### config.mk
export PLATFORM = sky130hd
export DESIGN_NAME = router_stage_arbiter
export DESIGN_NICKNAME = d
export VERILOG_FILES = /design/src/rtl/router_stage_arbiter.sv
export SDC_FILE = /design/constraint.sdc
export NUM_CORES = 1
export LEC_CHECK = 0
export CAP_MARGIN = 20
export CORE_AREA = 4 4 352 354
export CTS_CLUSTER_SIZE = 40
export DETAILED_ROUTE_END_ITERATION = 6
export DIE_AREA = 0 0 356 358
export PLACE_DENSITY_LB_ADDON = 0.08
export REMOVE_ABC_BUFFERS = 1
export SLEW_MARGIN = 10
export SYNTH_ARGS = -nofsm -noshare
export SYNTH_HDL_FRONTEND = slang
export SYNTH_SLANG_ARGS = --single-unit
### constraint.sdc
create_clock -name clk -period 3.2 [get_ports clk]
set_clock_uncertainty 0.2 [all_clocks]
set_input_delay 0.48 -clock clk [delete_from_list [all_inputs] [get_ports clk]]
set_output_delay 0.48 -clock clk [all_outputs]
set_load 0.01 [all_outputs]
### src/rtl/router_stage_arbiter.sv
// Router stage that buffers flits per input channel and merges them onto one
// registered valid/ready output, round-robin between packets, never interleaving a packet.
module router_stage_arbiter #(
    parameter int NUM_CH     = 4,
    parameter int FLIT_WIDTH = 64,
    parameter int FIFO_DEPTH = 4
) (
    input  logic                                        clk,
    input  logic                                        rst,
    input  logic [NUM_CH-1:0]                           in_valid,
    output logic [NUM_CH-1:0]                           in_ready,
    input  logic [NUM_CH*FLIT_WIDTH-1:0]                in_flit,
    input  logic [NUM_CH-1:0]                           in_last,
    output logic                                        out_valid,
    input  logic                                        out_ready,
    output logic [FLIT_WIDTH-1:0]                       out_flit,
    output logic                                        out_last,
    output logic [$clog2(NUM_CH)-1:0]                   out_ch,
    output logic [NUM_CH*($clog2(FIFO_DEPTH)+1)-1:0]    occupancy
);

    localparam int CH_W  = $clog2(NUM_CH);
    localparam int PTR_W = $clog2(FIFO_DEPTH);
    localparam int CNT_W = PTR_W + 1;

    typedef enum logic {
        IDLE,
        LOCKED
    } state_t;

    logic [FLIT_WIDTH:0]  mem_q    [NUM_CH][FIFO_DEPTH];
    logic [PTR_W-1:0]     wr_ptr_q [NUM_CH];
    logic [PTR_W-1:0]     wr_ptr_d [NUM_CH];
    logic [PTR_W-1:0]     rd_ptr_q [NUM_CH];
    logic [PTR_W-1:0]     rd_ptr_d [NUM_CH];
    logic [CNT_W-1:0]     count_q  [NUM_CH];
    logic [CNT_W-1:0]     count_d  [NUM_CH];

    logic [NUM_CH-1:0]    push;
    logic [NUM_CH-1:0]    pop;
    logic [NUM_CH-1:0]    not_empty;
    logic [NUM_CH-1:0]    can_accept;

    state_t               state_q, state_d;
    logic [CH_W-1:0]      lock_ch_q, lock_ch_d;
    logic [CH_W-1:0]      rr_ptr_q, rr_ptr_d;

    logic                 out_valid_q, out_valid_d;
    logic [FLIT_WIDTH-1:0] out_flit_q, out_flit_d;
    logic                 out_last_q, out_last_d;
    logic [CH_W-1:0]      out_ch_q, out_ch_d;

    logic                 grant_valid;
    logic [CH_W-1:0]      grant_ch;
    logic [CH_W-1:0]      grant_next;
    logic [CH_W-1:0]      cand;
    logic                 load;
    logic [FLIT_WIDTH:0]  head;

    genvar g;
    generate
        for (g = 0; g < NUM_CH; g++) begin : g_status
            assign can_accept[g] = count_q[g] < CNT_W'(FIFO_DEPTH);
            assign in_ready[g]   = !rst && can_accept[g];
            assign not_empty[g]  = count_q[g] != '0;
            assign push[g]       = in_valid[g] && in_ready[g];
            assign occupancy[g*CNT_W +: CNT_W] = count_q[g];
        end
    endgenerate

    // In IDLE the candidate closest to rr_ptr wins; scanning from the far end lets it overwrite.
    always_comb begin
        grant_valid = 1'b0;
        grant_ch    = '0;
        cand        = '0;
        if (state_q == LOCKED) begin
            grant_valid = not_empty[lock_ch_q];
            grant_ch    = lock_ch_q;
        end else begin
            for (int k = NUM_CH - 1; k >= 0; k--) begin
                cand = CH_W'((int'(rr_ptr_q) + k) % NUM_CH);
                if (not_empty[cand]) begin
                    grant_valid = 1'b1;
                    grant_ch    = cand;
                end
            end
        end
    end

    assign load       = (!out_valid_q || out_ready) && grant_valid;
    assign head       = mem_q[grant_ch][rd_ptr_q[grant_ch]];
    assign grant_next = (grant_ch == CH_W'(NUM_CH - 1)) ? '0 : grant_ch + CH_W'(1);

    always_comb begin
        state_d     = state_q;
        lock_ch_d   = lock_ch_q;
        rr_ptr_d    = rr_ptr_q;
        out_valid_d = out_valid_q;
        out_flit_d  = out_flit_q;
        out_last_d  = out_last_q;
        out_ch_d    = out_ch_q;
        pop         = '0;

        if (load) begin
            pop[grant_ch] = 1'b1;
            out_valid_d   = 1'b1;
            out_flit_d    = head[FLIT_WIDTH-1:0];
            out_last_d    = head[FLIT_WIDTH];
            out_ch_d      = grant_ch;
            case (state_q)
                IDLE: begin
                    rr_ptr_d = grant_next;
                    if (!head[FLIT_WIDTH]) begin
                        state_d   = LOCKED;
                        lock_ch_d = grant_ch;
                    end
                end
                LOCKED: begin
                    if (head[FLIT_WIDTH]) begin
                        state_d = IDLE;
                    end
                end
                default: state_d = IDLE;
            endcase
        end else if (out_ready) begin
            out_valid_d = 1'b0;
        end
    end

    always_comb begin
        for (int i = 0; i < NUM_CH; i++) begin
            wr_ptr_d[i] = push[i] ? wr_ptr_q[i] + PTR_W'(1) : wr_ptr_q[i];
            rd_ptr_d[i] = pop[i]  ? rd_ptr_q[i] + PTR_W'(1) : rd_ptr_q[i];
            case ({push[i], pop[i]})
                2'b10:   count_d[i] = count_q[i] + CNT_W'(1);
                2'b01:   count_d[i] = count_q[i] - CNT_W'(1);
                default: count_d[i] = count_q[i];
            endcase
        end
    end

    always_ff @(posedge clk or posedge rst) begin
        if (rst) begin
            state_q     <= IDLE;
            lock_ch_q   <= '0;
            rr_ptr_q    <= '0;
            out_valid_q <= 1'b0;
            out_flit_q  <= '0;
            out_last_q  <= 1'b0;
            out_ch_q    <= '0;
            for (int i = 0; i < NUM_CH; i++) begin
                wr_ptr_q[i] <= '0;
                rd_ptr_q[i] <= '0;
                count_q[i]  <= '0;
            end
        end else begin
            state_q     <= state_d;
            lock_ch_q   <= lock_ch_d;
            rr_ptr_q    <= rr_ptr_d;
            out_valid_q <= out_valid_d;
            out_flit_q  <= out_flit_d;
            out_last_q  <= out_last_d;
            out_ch_q    <= out_ch_d;
            for (int i = 0; i < NUM_CH; i++) begin
                wr_ptr_q[i] <= wr_ptr_d[i];
                rd_ptr_q[i] <= rd_ptr_d[i];
                count_q[i]  <= count_d[i];
            end
        end
    end

    // Storage needs no reset: an entry is only read after it has been written.
    always_ff @(posedge clk) begin
        for (int i = 0; i < NUM_CH; i++) begin
            if (push[i]) begin
                mem_q[i][wr_ptr_q[i]] <= {in_last[i], in_flit[i*FLIT_WIDTH +: FLIT_WIDTH]};
            end
        end
    end

    assign out_valid = out_valid_q;
    assign out_flit  = out_flit_q;
    assign out_last  = out_last_q;
    assign out_ch    = out_ch_q;

endmodule

# Word level (Yosys, flattened, before mapping)
# Memories as Yosys holds them, arrays and structs flattened.
# Cells that the tools add are included.
[word_totals]
reg_bits = 101
ram_bits = 1040
in_bits = 267
out_inout_bits = 84
word_cells = 159
n_memories = 1
[op_classes]
add_sub_neg = 20
n_lt_le_gt_ge = 21
eq_ne = 9
mux = 53
bitwise_logic = 8
n_reduce_logical = 28
[mem_list]
columns = ["memory", "depth", "width", "rd", "rd_clocked_by_memory_dff", "wr", "line", "rtl"]
rows = [
  ["mem_q", 4, 260, 1, 0, 4, "31", "logic [FLIT_WIDTH:0] mem_q [NUM_CH][FIFO_DEPTH];"],
]
[ops]
columns = ["operator", "count"]
rows = [
  ["260-bit 2-to-1 mux", 4],
  ["65-bit demux with 2-bit select", 4],
  ["65-bit 2-to-1 mux", 6],
  ["65-bit binary-select mux with 2-bit select", 1],
  ["3-bit case mux with 2 select lines", 4],
  ["2-bit by 1-bit adder with 2-bit output (second input constant)", 10],
  ["3-bit greater-or-equal comparator (second input constant)", 6],
  ["2-bit by 3-bit less-than comparator with 1-bit output (second input constant)", 6],
  ["1-bit 2-to-1 mux", 18],
  ["2-bit NOT with 3-bit output", 6],
  ["2-bit 2-to-1 mux", 8],
  ["1-bit logical AND", 14],
  ["3-bit by 1-bit adder with 3-bit output (second input constant)", 4],
  ["3-bit by 1-bit less-than comparator with 1-bit output (second input constant)", 4],
  ["3-bit less-than comparator (second input constant)", 4],
  ["3-bit nonzero test", 4],
  ["3-bit by 1-bit subtractor with 3-bit output (second input constant)", 4],
  ["1-bit binary-select mux with 2-bit select", 5],
  ["2-bit == test (second input constant)", 5],
  ["2-bit nonzero test", 5],
  ["2-bit by 1-bit == test with 1-bit output (second input constant)", 4],
  ["2-bit adder (second input constant)", 2],
  ["2-bit binary-select mux with 2-bit select", 1],
  ["4-bit 2-to-1 mux", 1],
  ["other kinds (7)", 9],
]

# Depth between registers and ports, before layout
# Gate-level depths: netlist of run 1.
[depth]
ltp_word = 18
mapped_depth = 15
ltp_nobuf = 12

# Worst setup path after synthesis of run 1
# Ideal clock, no wire load.
[synth_path]
path_type = "flip-flop to flip-flop"
from = "register count_q (netlist bit occupancy[0])"
to = "register count_q (netlist bit occupancy[11])"
setup_time_ns = 0.079
arrival_time_ns = 3.136
required_time_ns = 2.921
slack_ns = -0.216
stages_incl_launch_ff = 16
n_path_buf = 3
synth_period_minus_slack_ns = 3.416
path_cell_list = "dfrtp_1 o31a_1 o21a_1 o31a_1 buf_6 clkinv_2 buf_4 buf_2 ha_1 and2_1 ha_1 inv_1 fa_1 xor2_1 nor2_1 xor2_1"
[synth_between]
elab_chain_len = 15
elab_cells_between_ends = 32
classes_between = "order compare (2); eq/ne (2); mux (24); reduce/logical (4)"
[synth_lines]
columns = ["element", "line", "rtl"]
rows = [
  ["start: declaration", "36", "logic [CNT_W-1:0] count_q [NUM_CH];"],
  ["start signal: indexed assignment", "167", "count_q[i] <= count_d[i];"],
  ["3-bit nonzero test (*)", "65", "assign not_empty[g] = count_q[g] != '0;"],
  ["1-bit binary-select mux with 2-bit select", "82", "if (not_empty[cand]) begin"],
  ["1-bit 2-to-1 mux (not written as such)", "82", ""],
  ["2-bit 2-to-1 mux (4 in a row)", "82", ""],
  ["2-bit 2-to-1 mux", "76", "if (state_q == LOCKED) begin"],
  ["2-bit by 3-bit less-than comparator with 1-bit output (not written as such) / 2-bit by 1-bit greater-or-equal comparator with 1-bit output (equally long branches)", "105", "pop[grant_ch] = 1'b1;"],
  ["1-bit logical AND (not written as such)", "105", ""],
  ["1-bit 2-to-1 mux (not written as such)", "105", ""],
  ["1-bit demux with 2-bit select", "105", ""],
  ["4-bit 2-to-1 mux (*)", "104", "if (load) begin"],
  ["via pop[3]", "40", "logic [NUM_CH-1:0] pop;"],
  ["2-bit by 1-bit == test with 1-bit output / 2-bit == test (equally long branches)", "134", "case ({push[i], pop[i]})"],
  ["3-bit case mux with 2 select lines / 2-bit nonzero test (equally long branches)", "n/a", ""],
]
# Mark *: on every way through the listed nets, which the timed path passes. The rest lies on a longest branch. The select of a mux whose other input is x is not followed.
# A chain may end at the register's enable or synchronous reset.

# Worst setup path after layout of run 1
[layout_path]
from = "register count_q (netlist bit occupancy[0])"
to = "register out_flit_q[9], in the netlist out_flit[9]"
[layout_between]
elab_chain_len = 16
elab_cells_between_ends = 31
classes_between = "mux (26); bitwise (2); reduce/logical (2); memory (1)"
[layout_lines]
columns = ["element", "line", "rtl"]
rows = [
  ["3-bit nonzero test (*)", "65", ""],
  ["1-bit binary-select mux with 2-bit select", "82", ""],
  ["1-bit 2-to-1 mux (not written as such)", "82", ""],
  ["2-bit 2-to-1 mux (4 in a row)", "82", ""],
  ["2-bit 2-to-1 mux", "76", ""],
  ["2-bit NOT with 3-bit output (not written as such)", "91", "assign head = mem_q[grant_ch][rd_ptr_q[grant_ch]];"],
  ["2-bit binary-select mux with 2-bit select", "91", ""],
  ["2-bit 2-to-1 mux (not written as such) (2 in a row)", "91", ""],
  ["2-bit NOT with 3-bit output (not written as such)", "91", ""],
  ["65-bit binary-select mux with 2-bit select", "91", ""],
  ["65-bit 2-to-1 mux (not written as such) (2 in a row)", "91", ""],
  ["end signal: assignment", "161", "out_flit_q <= out_flit_d;"],
  ["end: declaration", "49", "logic [FLIT_WIDTH-1:0] out_flit_q, out_flit_d;"],
]
# Every way passes the cells marked *; elsewhere a longest branch is shown, timed or not. The select of a mux whose other input is x is not followed.

==> flow_metrics.py, run 1 <==
metrics = {
    "status": {
        "status": "complete, no violations",
    },
    "cts": {
        "holdBufCountCts": 0,
        "cts_buffers": 120,
        "cts_sinks": 1141,
        "clock_tree.buffer_depth": 3,
        "root_buffer": "clkbuf_16",
        "clk_latency_ps": 730,
        "tritoncts": "done",
        "clkTransAtPathRegs_ps": 60,
        "h-tree-depth": 3,
    },
    "floorplan": {
        "io_pins": 351,
        "dieWidth_um": 356,
        "rows": 128,
        "floorplan.initialDensity_pct": 39.7,
        "die_area_um2": 127000,
        "core_um2": 121000,
        "die_h_um": 358,
    },
    "critical_path": {
        "r2r_cells": 11,
        "cp_slowest_cell": "dfrtp_2",
        "crit_path_max_incr_delay_ps": 440,
        "r2r_end": "out_flit[9]$_DFFE_PP0P_",
        "timing.critical_path.cells": "o31a_1, o21a_4, o31a_4, buf_6, buf_12, o211ai_4, buf_6, nand2_4, buf_16, mux2i_2, a211oi_2",
        "r2r_setup_slack_ps": 20,
        "path_common_cell": "buf_6",
        "required_ps": 3610,
        "r2r_start": "occupancy[0]$_DFFE_PP0P_",
        "start_kind": "flip-flop",
        "critical_path_class": "reg -> reg",
        "crit_fanout": 9,
        "end_kind": "flip-flop",
        "critical_path_arrival_ps": 3600,
    },
    "yosys": {
        "seq_area_frac_synth_pct": 70.3,
        "synth_area_um2": 48000,
        "synthArstFlopShare_pct": 8.85,
        "synthFlopType": "edfxtp_1",
        "synth_top_cell_by_area": "edfxtp_1",
        "synth_cell_types": 58,
        "ys_top_cells_by_area": "edfxtp_1 (65%), mux2i_1 (9.5%), o311a_1 (5.3%), dfrtp_1 (5.3%), a211oi_1 (4.2%)",
        "yosys_register_bits": 1141,
        "yosys_warnings": 0,
        "synthTopCellsByCount": "edfxtp_1 (1040), mux2i_1 (458), a211oi_1 (266)",
        "synth_edf_count": 1040,
        "synth_top_area_share_pct": 65.0,
        "syn_inst": 2907,
        "postSynthAreaPerCell_um2": 16.5,
        "synth_most_common_cell": "edfxtp_1",
    },
    "sta": {
        "period_share_pct": 99.5,
        "period_minus_slack_ps": 3180,
        "worst_pin_slew_ps": 711,
        "hold_ws_ps": 151,
        "fmax_mhz": 314,
        "hold_viol": 0,
        "rsz0062_at_grt": "yes",
        "drv_slew": 0,
        "finalSetupViolCount": 0,
        "worst_slew_margin_rel_pct": 52.6,
    },
    "worst_hold_path": {
        "holdPathEnd": "out_valid$_DFFE_PP0P_",
        "worstHoldStart": "out_ready",
        "worstHoldPathType": "in -> reg",
        "holdPathStages": 2,
    },
    "global_routing": {
        "antenna_found_initial": 22,
        "grt_max_degree": 137,
        "overflow": 0,
        "grt_pass1_wl_um": 229000,
        "grt_pass1_vias": 31900,
        "grt_use_total_pct": 24.8,
    },
    "power_and_ir_drop": {
        "p_int_uw": 40300,
        "power.density_nw_per_um2": 1090,
        "clockPowerShare_pct": 21.5,
        "combPwrFrac_pct": 50.0,
        "pwr-share-seq_pct": 28.5,
        "p_total_uw": 66400,
        "swShare_pct": 39.3,
        "p_leak_uw": 0.0208,
        "peakVddDrop_mv": 0.838,
        "switchingPower_uw": 26100,
    },
    "place": {
        "place.detailed.hpwl_um": 98400,
        "gp_congestion": 0.809,
        "placed_cells": 4843,
        "io_buffers": 350,
    },
    "detailed_routing": {
        "drtIter0Drc": 2434,
        "finalWirelength_um": 165000,
        "wl_met3_um": 10600,
        "vias": 30700,
        "drtAntennaViolNets": 0,
        "route.met2.wl_um": 82000,
        "dr.max_layer_used": "met5",
        "drt-wirelength-per-cell_um": 32.2,
        "wl_met1_um": 67100,
        "first_pass_iters": 5,
        "via_per_inst": 6.00,
        "drc": 0,
    },
    "final_layout": {
        "fin_cells": 5118,
        "area_growth_syn_to_layout_pct": 26.4,
        "final_util_pct": 50.1,
        "fillers": 10100,
        "fin_nets": 3668,
        "drive_gt1_share_pct": 18.8,
    },
    "run": {
        "cap_violations": 0,
    },
}
## cell type report
class	instances	area, um^2	area share [%]
diodes	12	30.0	0.0495
well taps	1625	2030	3.35
inverters	35	154	0.254
repair buffers	617	7160	11.8
multi-input cells	1461	13600	22.3
flip-flops and latches	1141	33800	55.6
clock inverters	76	822	1.35
clock buffers	151	3190	5.26
## cells in the final DEF, fill, tap and decap left out, types with 8 or more instances in the layout
cell type,count
xor2_1,9
xnor2_1,15
o22ai_1,62
buf_16,12
buf_12,89
buf_4,130
clkinv_1,28
bufinv_16,16
clkinv_2,18
clkdlybuf4s50_1,350
a211oi_1,226
edfxtp_1,1040
clkbuf_16,130
o21ai_0,8
nor2_1,76
mux2i_1,447
nand2_1,16
a21boi_1,22
buf_6,23
a211oi_2,92
a21boi_2,37
dfrtp_1,99
clkbuf_1,26
o311a_1,253
diode_2,12
o211ai_1,70
mux2i_2,11
inv_1,32
and3_4,17
ha_1,17
## state kept, by name (all words and copies together) (netlist names)
signal     flops
rd_ptr_q       8
occupancy     12
out_valid      1
wr_ptr_q       8
mem_q       1040
out_flit      64
rr_ptr_q       2
out_last       1
out_ch         2
lock_ch_q      2
state_q        1
## logic make-up after synthesis
logic type / after synthesis / synth area share [%]
and+or+nand+nor: 139 / 1.35
buffers and inverters: 306 / 2.99
xor gates and xnor gates: 24 / 0.438
adders and majority gates: 25 / 0.714
AOI/OAI and AO/OA: 805 / 14.4
muxes: 467 / 9.83
DFF: 1141 / 70.3
## worst max-delay path, delay by kind of cell (launching register included)
family | cells | cell delay (ps)
buffers and inverters | 4 | 670
DFF | 1 | 440
muxes | 1 | 170
AOI/OAI and AO/OA | 5 | 1420
and+or+nand+nor | 1 | 150
## worst max-delay path by stage
stage | depth (start not counted) | slack [ps] | from | to
after floorplan | 7 | -24400 | occupancy[6]$_DFFE_PP0P_ | out_flit[12]$_DFFE_PP0P_
after global routing | 12 | -80 | occupancy[3]$_DFFE_PP0P_ | occupancy[5]$_DFFE_PP0P_
final | 11 | 20 | occupancy[0]$_DFFE_PP0P_ | out_flit[9]$_DFFE_PP0P_
after detailed placement | 11 | -150 | occupancy[0]$_DFFE_PP0P_ | out_flit[44]$_DFFE_PP0P_
after global placement | 11 | -100 | occupancy[0]$_DFFE_PP0P_ | out_flit[44]$_DFFE_PP0P_
after CTS | 13 | 3 | occupancy[0]$_DFFE_PP0P_ | out_flit[10]$_DFFE_PP0P_
## routing by layer
metal | up-vias | global-route usage, %
met5 | - | 0
met4 | 14 | 7.82
met3 | 315 | 4.70
met2 | 1271 | 42.8
met1 | 16200 | 31.7
li1 | 13000 | -
## stage by stage
| step | setup TNS [ps] | instance area [um^2] | worst slack, ps |
|---|---|---|---|
| 5_1_grt | -447 | 60700 | -82.6 |
| 3_5_place_dp | -3120 | 55300 | -145 |
| 4_1_cts | 0 | 59700 | 3.19 |
| 3_3_place_gp | -1260 | 55300 | -96.7 |
| 2_1_floorplan | -2182480 | 46700 | -24400 |
| 6_report | 0 | 60700 | 16.7 |
## timing repair
item | in CTS | in global routing
setup buffers | 9 | 14
resized for setup | 25 | 149
setup endpoints to repair | 70 | 72
endpoints found under the hold margin | 0 | 0
cloned | 5 | 8
pin swaps | 4 | 39
## power groups by stage
stage	registers, uW	logic [uW]	clock network, uW
floorplan	19200	8930	0
global placement	19200	29100	0
detailed placement	19200	29500	0
CTS	18900	30800	14500
global route	19100	34900	15100
finish	18900	33200	14300
Power figures use the tool's default switching activity.
==> run 2: changes to the inputs <==
--- a/config.mk
+++ b/config.mk
@@ -6,13 +6,14 @@
 export NUM_CORES = 1
 export LEC_CHECK = 0
 export CAP_MARGIN = 20
-export CORE_AREA = 4 4 352 354
+export CORE_AREA = 4 4 315 317
 export CTS_CLUSTER_SIZE = 40
 export DETAILED_ROUTE_END_ITERATION = 6
-export DIE_AREA = 0 0 356 358
+export DIE_AREA = 0 0 319 321
 export PLACE_DENSITY_LB_ADDON = 0.08
 export REMOVE_ABC_BUFFERS = 1
 export SLEW_MARGIN = 10
 export SYNTH_ARGS = -nofsm -noshare
 export SYNTH_HDL_FRONTEND = slang
 export SYNTH_SLANG_ARGS = --single-unit
+export TNS_END_PERCENT = 30
==> run 2 against run 1 <==
Against the previous run:
- the flow now finishes with violations (design-rule violations)
- register-to-register slack hardly changed
- routed wire length down 7.8%
- cell count down 8.4%
- setup slack worse by 12 ps
- via count shrank 0.98%
- utilization is 11 points higher
- fmax is 0.37% lower
- die area is 20% lower
- global-route usage up 3.4 points
- clock power fell by 3%
- sequential power hardly changed
- critical path depth up 2
- critical path type unchanged
- critical endpoint is now occupancy[8]$_DFFE_PP0P_
- largest power group unchanged
==> flow_metrics.py, run 2 (synthesis results as in run 1) <==
metrics = {
    "final_layout": {
        "fin_nets": 3597,
        "fillers": 7115,
        "multiInputGateArea_um2": 13200,
        "seq_area_um2": 33800,
        "fin_area_um2": 59000,
        "final_common_cell": "edfxtp_1",
        "final_cell_mix": "edfxtp_1 (1040), mux2i_1 (458), clkdlybuf4s50_1 (350)",
        "area_growth_syn_to_layout_pct": 22.9,
        "drive_gt1_share_pct": 15.0,
        "largest_reg_flops": 1040,
    },
    "global_routing": {
        "grt_pass1_vias": 31000,
        "overflow": 0,
        "grt_pass1_wl_um": 212000,
        "antenna_found_initial": 27,
        "grt_max_degree": 185,
        "grt_use_total_pct": 28.1,
    },
    "cts": {
        "h-tree-depth": 3,
        "holdBufCountCts": 0,
        "clock_tree.buffer_depth": 3,
        "root_buffer": "clkbuf_16",
        "tritoncts": "done",
        "cts_sinks": 1141,
        "clk_latency_ps": 690,
        "cts_buffers": 116,
        "clkTransAtPathRegs_ps": 60,
    },
    "power_and_ir_drop": {
        "switchingPower_uw": 24600,
        "p_int_uw": 38900,
        "pwr-share-seq_pct": 29.7,
        "peakVddDrop_mv": 1.03,
        "combPwrFrac_pct": 48.5,
        "power.density_nw_per_um2": 1070,
        "swShare_pct": 38.8,
        "p_leak_uw": 0.0203,
        "clockPowerShare_pct": 21.8,
    },
    "detailed_routing": {
        "first_pass_iters": 7,
        "via_per_inst": 6.48,
        "finalWirelength_um": 152000,
        "drt-wirelength-per-cell_um": 32.4,
        "drc": 2,
        "vias": 30400,
        "drtIter0Drc": 2922,
        "drtAntennaViolNets": 0,
    },
    "critical_path": {
        "cp_slowest_cell": "or3_4",
        "critical_path_arrival_ps": 3600,
        "critical_path_class": "reg -> reg",
        "required_ps": 3610,
        "timing.critical_path.cells": "buf_4, or3_4, o31ai_4, o31a_4, inv_8, buf_4, nor3_4, ha_2, inv_1, fa_2, xor2_1, nor2_1, xor2_1",
        "end_kind": "flip-flop",
        "start_kind": "flip-flop",
        "crit_path_max_incr_delay_ps": 410,
        "crit_fanout": 6,
    },
    "sta": {
        "worst_pin_slew_ps": 860,
        "rsz0062_at_grt": "yes",
        "fmax_mhz": 313,
        "period_minus_slack_ps": 3200,
        "setup-tns-final_ps": 0,
        "fin_ws_ps": 4.94,
        "finalSetupViolCount": 0,
        "worst_slew_margin_rel_pct": 42.7,
        "hold_viol": 0,
        "drv_slew": 0,
        "period_share_pct": 99.8,
    },
    "floorplan": {
        "core_um2": 96300,
        "die_area_um2": 102000,
        "floorplan.initialDensity_pct": 49.9,
        "rows": 114,
        "dieWidth_um": 319,
        "die_h_um": 321,
        "io_pins": 351,
    },
    "place": {
        "post_dp_cell_area_um2": 54300,
        "io_buffers": 350,
        "place.detailed.hpwl_um": 85900,
        "place_ws_ps": -134,
        "gp_congestion": 0.812,
    },
    "worst_hold_path": {
        "worstHoldPathType": "in -> reg",
    },
    "run": {
        "cap_violations": 0,
    },
    "status": {
        "failed_checks": "design-rule violations",
        "status": "complete, but fails checks",
    },
}
==> run 2: final cells by class <==
class,instances,area share (%)
antenna,11,0.0466
clock inverter,52,1.07
multi-input combinational,1460,22.4
sequential,1141,57.2
tap,1276,2.71
timing repair buffer,551,10.8
inverter,35,0.252
clock buffer,164,5.53
==> run 2: what timing repair did <==
action	4_1_cts	5_1_grt
pin swaps	2	20
endpoints found under the setup margin	70	70
setup buffers	7	13
gates resized for setup	14	61
cloned	4	9
endpoints found under the hold margin	0	0
==> run 2: power groups by stage <==
stage	logic, uW	clock network (uW)	registers, uW
floorplan	8930	0	19200
global placement	27600	0	19100
detailed placement	28200	0	19200
global route	32200	14600	19000
CTS	29000	14000	18900
finish	30800	13800	18900
==> run 2: routing by layer <==
layer	GRT usage, %	vias up	routed length [um]
met4	10.3	28	6320
met5	0	-	170
met3	5.68	373	11900
li1	-	12800	-
met2	48.8	1515	75800
met1	35.3	15700	57900
==> run 2: worst paths after layout <==
path	cells after the start	slack (ps)	end	from
hold reg to reg	1	350	rd_ptr_q[3]$_DFFE_PP0P_	rd_ptr_q[3]$_DFFE_PP0P_
hold / removal	2	210	out_valid$_DFFE_PP0P_	out_ready
setup / recovery	13	5	occupancy[8]$_DFFE_PP0P_	occupancy[3]$_DFFE_PP0P_
min in group asynchronous	3	370	wr_ptr_q[1]$_DFFE_PP0P_	rst
setup reg to reg	13	5	occupancy[8]$_DFFE_PP0P_	occupancy[3]$_DFFE_PP0P_
max in group asynchronous	4	1740	rd_ptr_q[7]$_DFFE_PP0P_	rst
==> run 2: metrics by stage <==
stage / hold WS [ps] / std cells / utilization (%) / power [uW]
after detailed placement: 322 / 4430 / 56.4 / 47400
after global placement: 331 / 4430 / 56.4 / 46700
final: 212 / 4690 / 61.3 / 63400
after CTS: 177 / 4657 / 60.7 / 61900
after global routing: 207 / 4682 / 61.3 / 65800
after floorplan: 260 / 2636 / - / 28100
==> run 2: critical path, delay by kind of cell (launching register included) <==
kind,cells,cell delay (ps)
AOI/OAI and AO/OA,2,560
xor gates and xnor gates,2,300
DFF,1,380
buffers and inverters,4,390
and+or+nand+nor,3,750
adders and majority gates,2,540
